[config.mk]
export PLATFORM = sky130hd
export DESIGN_NAME = if_id_pipeline_reg
export DESIGN_NICKNAME = d
export VERILOG_FILES = /design/src/rtl/if_id_pipeline_reg.sv
export SDC_FILE = /design/constraint.sdc
export NUM_CORES = 1
export LEC_CHECK = 0
export CAP_MARGIN = 0
export CORE_ASPECT_RATIO = 2
export CORE_UTILIZATION = 38
export DETAILED_ROUTE_END_ITERATION = 8
export HOLD_SLACK_MARGIN = 0.15
export PLACE_DENSITY_LB_ADDON = 0.3
export SYNTH_ARGS = -nofsm -noshare
export SYNTH_HDL_FRONTEND = slang
export SYNTH_SLANG_ARGS = --single-unit
[constraint.sdc]
create_clock -name clk -period 1 [get_ports clk]
set_input_delay 0.2 -clock clk [delete_from_list [all_inputs] [get_ports clk]]
set_output_delay 0.2 -clock clk [all_outputs]
set_load 0.05 [all_outputs]
[src/rtl/if_id_pipeline_reg.sv]
// ---------------------------------------------------------------------------
// if_id_pipeline_reg
//
// IF/ID pipeline register of the MIPS core. It sits between instruction fetch
// (PC incrementer + instruction cache) and decode. The fetched instruction,
// its next-PC value and the cache hit flag are captured on every rising edge,
// so decode sees stable values for one full cycle.
//
// Priority at each rising edge: rst > flush > stall > normal load.
//   rst / flush : load a bubble (next_pc_out = 0, instruction_out = NOP_INSTR,
//                 hit_out = 0)
//   stall       : hold all three outputs, ignore the inputs
//   otherwise   : capture next_pc / instruction / hit unchanged
//
// A cache miss is captured as-is. The instruction word is not gated, and
// hit_out = 0 marks it invalid. Decode qualifies on hit_out.
//
// Ports:
//   clk              in   pipeline clock, rising-edge active
//   rst              in   synchronous reset, active-high
//   stall            in   1 = hold contents (hazard unit stall)
//   flush            in   1 = insert bubble (branch/jump taken)
//   next_pc          in   [PC_WIDTH-1:0]    PC+4 from fetch
//   instruction      in   [INSTR_WIDTH-1:0] word from instruction cache
//   hit              in   instruction cache hit
//   next_pc_out      out  [PC_WIDTH-1:0]    registered next_pc
//   instruction_out  out  [INSTR_WIDTH-1:0] registered instruction
//   hit_out          out  registered hit flag
// ---------------------------------------------------------------------------
module if_id_pipeline_reg #(
  parameter int                     PC_WIDTH    = 32,
  parameter int                     INSTR_WIDTH = 32,
  parameter logic [INSTR_WIDTH-1:0] NOP_INSTR   = 32'h0000_0000
) (
  input  logic                   clk,
  input  logic                   rst,
  input  logic                   stall,
  input  logic                   flush,
  input  logic [PC_WIDTH-1:0]    next_pc,
  input  logic [INSTR_WIDTH-1:0] instruction,
  input  logic                   hit,
  output logic [PC_WIDTH-1:0]    next_pc_out,
  output logic [INSTR_WIDTH-1:0] instruction_out,
  output logic                   hit_out
);

  logic [PC_WIDTH-1:0]    next_pc_reg,     next_pc_next;
  logic [INSTR_WIDTH-1:0] instruction_reg, instruction_next;
  logic                   hit_reg,         hit_next;

  // Next-state selection for everything except reset. Reset is handled in the
  // register process so that it wins over every other control.
  always_comb begin
    next_pc_next     = next_pc_reg;
    instruction_next = instruction_reg;
    hit_next         = hit_reg;
    if (flush) begin
      // Bubble. This also takes priority over a simultaneous stall, so a taken
      // branch squashes the wrong-path instruction even while IF is stalled.
      next_pc_next     = '0;
      instruction_next = NOP_INSTR;
      hit_next         = 1'b0;
    end else if (!stall) begin
      next_pc_next     = next_pc;
      instruction_next = instruction;
      hit_next         = hit;
    end
  end

  always_ff @(posedge clk) begin
    if (rst) begin
      next_pc_reg     <= '0;
      instruction_reg <= NOP_INSTR;
      hit_reg         <= 1'b0;
    end else begin
      next_pc_reg     <= next_pc_next;
      instruction_reg <= instruction_next;
      hit_reg         <= hit_next;
    end
  end

  // The outputs come straight from the flops. There is no combinational path
  // from the inputs to the outputs.
  assign next_pc_out     = next_pc_reg;
  assign instruction_out = instruction_reg;
  assign hit_out         = hit_reg;

endmodule

-- Word-level counts from Yosys, hierarchy flattened
Index checks and enable logic that the tools add are counted.
- bits in registers: 65
- bits of input ports: 69
- output and inout port bits: 65
- word-level logic and storage cells: 4
- reductions and logical operators: 1
- operators by type and width (cell ; number):
    2-bit OR reduction ; 1

-- Longest topological paths before layout
- depth after elaboration: 1
- gate-level depth with buffers: 4
- mapped depth without buffers: 2

-- Worst setup path after synthesis
No wires, ideal clock.
- path type: register to register
- from: register hit_out (netlist name)
- to: register hit_reg (netlist: hit_out)
- setup time: 0.066 ns
- arrival time: 0.827 ns
- required time: 0.934 ns
- slack: 0.107 ns
- stages on the path, launching flop included: 3
- buffers on the path: 0
- clock period less this slack: 0.893 ns
- path through: dfxtp_1 mux2i_1 nor2_1
- RTL lines (what ; RTL line ; source):
    end signal, assigned ; 78 ; hit_reg <= hit_next;
    end, declared ; 49 ; logic hit_reg, hit_next;

-- Worst setup path after layout
- from: register next_pc_reg[24] (netlist: next_pc_out[24])
- to: output next_pc_out[24]
- RTL lines (what ; RTL line ; source):
    start, declared ; 47 ; logic [PC_WIDTH-1:0] next_pc_reg, next_pc_next;
    start signal, assigned ; 76 ; next_pc_reg <= next_pc_next;
    end, declared ; 42 ; output logic [PC_WIDTH-1:0] next_pc_out,
No word-level cell between the ends.

==> impl_metrics.yaml <==
sta:
  hold_violations: 0
  fin_crit_sh_pct: 102.2
  worst_pin_slew_ns: 0.1968
  setup_viol: 59
  final.min_clock_period_ns: 1.022
  fmax_ghz: 0.9784
  tns_ns: -0.6051
  rsz0062_at_grt: "yes"
  slew_headroom_pct: 86.50
  skew_ns: 0
  fin_ws_ns: -0.02206
  drv_slew: 0
synth:
  synthesis.area_sq_mm: 0.002338
  synth_cell_types: 8
  syn_inst: 210
  yosysWarnings: 0
  synth_compound_area_share_pct: 0
  synth_area_per_cell_sq_um: 11.14
  syn_nets: 279
  ys_ff_latch: 65
  synth-simple-area-share_pct: 10.70
  synthMuxAreaShare_pct: 27.82
  synth_top_family_by_area: "multiplexers"
  synth-xor-area-share_pct: 0
  synth_seq_area_share_pct: 55.64
  synthAdderAreaFrac_pct: 0
global_route:
  grt_max_degree: 26
  grt_overflow: 0
  grt_first_pass_wirelength_microns: 10560
  grt.total_usage_pct: 22.55
  grt_pass1_vias: 2110
  antenna_found_initial: 0
cells_and_area:
  fillers: 319
  multi_input_area_sq_um: 928.4
  drive_gt1_share_pct: 46.52
  synthToLayoutAreaGrowth_pct: 110.0
  layout_common_cells: "buf_12, mux2i_1, clkdlybuf4s50_1"
  finalNetCount: 424
  final_common_cell: "buf_12"
  ff_latch_area_sq_mm: 0.001388
  num_antenna_cells: 0
hold_path:
  min_path_type: "in -> reg"
run_status:
  violations: "design-rule violations, negative setup slack"
  status: "finished, violations left"
placed_design:
  gp_congestion: 0.7566
  hpwl_microns: 4865
  port_buffers: 133
  place_ws_ns: -0.3670
power:
  p_leak_nw: 2.120
  power_density_mw_per_mm2: 1403
  peakVddDrop_mv: 1.189
  fin_total_pwr_w: 0.006889
floorplanning:
  start_util_pct: 39.26
  fp.dieH_microns: 112.9
  io_pins: 134
  die-area_sq_mm: 0.006491
  dieWidth_microns: 57.47
  rows: 40
  design.core.area_sq_mm: 0.005956
clocking:
  tritoncts: "built"
  cts.sinks: 65
  cts-htree-levels: 3
  clock_path_buffers: 2
  clock_latency_ns: 0.32
  clk_pin_slew_ns: 0.05
  cts_buffers: 9
  clock-root-buffer: "clkbuf_16"
setup_path:
  worstSetupEndpointType: "output port"
  path_delay_family: "flip-flops"
  cp-start-kind: "flop"
  cp.required_ns: 0.80
  crit_buf_inv: 1
  crit_chain: "buf_12"
  path_class: "reg -> out"
  regToRegSetupSlack_ns: 0.19
  max_stage_delay_ns: 0.36
  cp_max_fo: 2
  crit_slowest_cell: "dfxtp_2"
  worstPathArrival_ns: 0.82
route:
  antenna_left: 0
  vias: 2050
  wl_per_cell_microns: 17.76
  drt-total-wl_microns: 7494
  drc: 9
  via_per_inst: 4.858
  first_pass_iters: 6
  drt_iter0_drc: 97
flow_run:
  drv_cap: 0
==> cell type report <==
type,instances,share of cell area (%)
Timing Repair Buffer,148,45.97
Sequential cell,65,28.26
Multi-Input combinational cell,131,18.91
Clock buffer,15,5.250
Tap cell,63,1.606
==> logic make-up after synthesis <==
| kind of cell | Yosys count |
|---|---|
| flops | 65 |
| simple gates | 66 |
| mux | 65 |
| buf+inv | 14 |
==> worst paths after layout <==
check             startpoint            endpoint  cells past startpoint
max          next_pc_out[24]     next_pc_out[24]                      1
min                      rst  instruction_out[4]                      3
max reg2reg  next_pc_out[14]     next_pc_out[14]                      3
min reg2reg          hit_out             hit_out                      2
==> report_power, final <==
group | internal, W | total [W] | switching, W | leakage (nW)
clock | 0.00173 | 0.00273 | 0.000994 | 0.124
combinational | 0.000771 | 0.00138 | 0.000604 | 1.44
sequential | 0.00270 | 0.00279 | 0.0000923 | 0.559
==> synth_stat cells (all sizes together) <==
| cell | number | area [sq um] |
|---|---|---|
| nor2 | 65 | 244.0 |
| mux2i | 65 | 650.6 |
| clkbuf | 1 | 3.750 |
| buf | 13 | 132.6 |
| or2 | 1 | 6.260 |
| dfxtp | 65 | 1301 |
==> what timing repair did <==
action                                 CTS  global route
pin swaps                                0             2
endpoints found under the hold margin    0             0
hold buffers                             0             0
gates resized for setup                 67            16
setup endpoints to repair              107            76
buffers inserted                         4             0
gates cloned                             1             4
==> per-stage QoR <==
stage               instances  utilization [%]  hold WS, ns  instance area, sq um
finish                    422            82.44       0.3417                  4910
global route              422            82.44       0.3597                  4910
CTS                       418            80.04       0.3829                  4767
detailed placement        398            73.34       0.5476                  4368
global placement          398            73.34       0.5403                  4368
floorplan                 210                -       0.3439                  2338
==> per-layer routing <==
| layer | global-route usage (%) | wire [microns] |
|---|---|---|
| met5 | 0 | 0 |
| met4 | 14.80 | 184 |
| met3 | 5.257 | 429 |
| met2 | 43.26 | 4555 |
| met1 | 19.58 | 2324 |
==> sequential cells by signal, indices dropped and copies added, names as in the netlist <==
name	flops
hit_out	1
instruction_out	32
next_pc_out	32
Power figures use the tool's default switching activity.
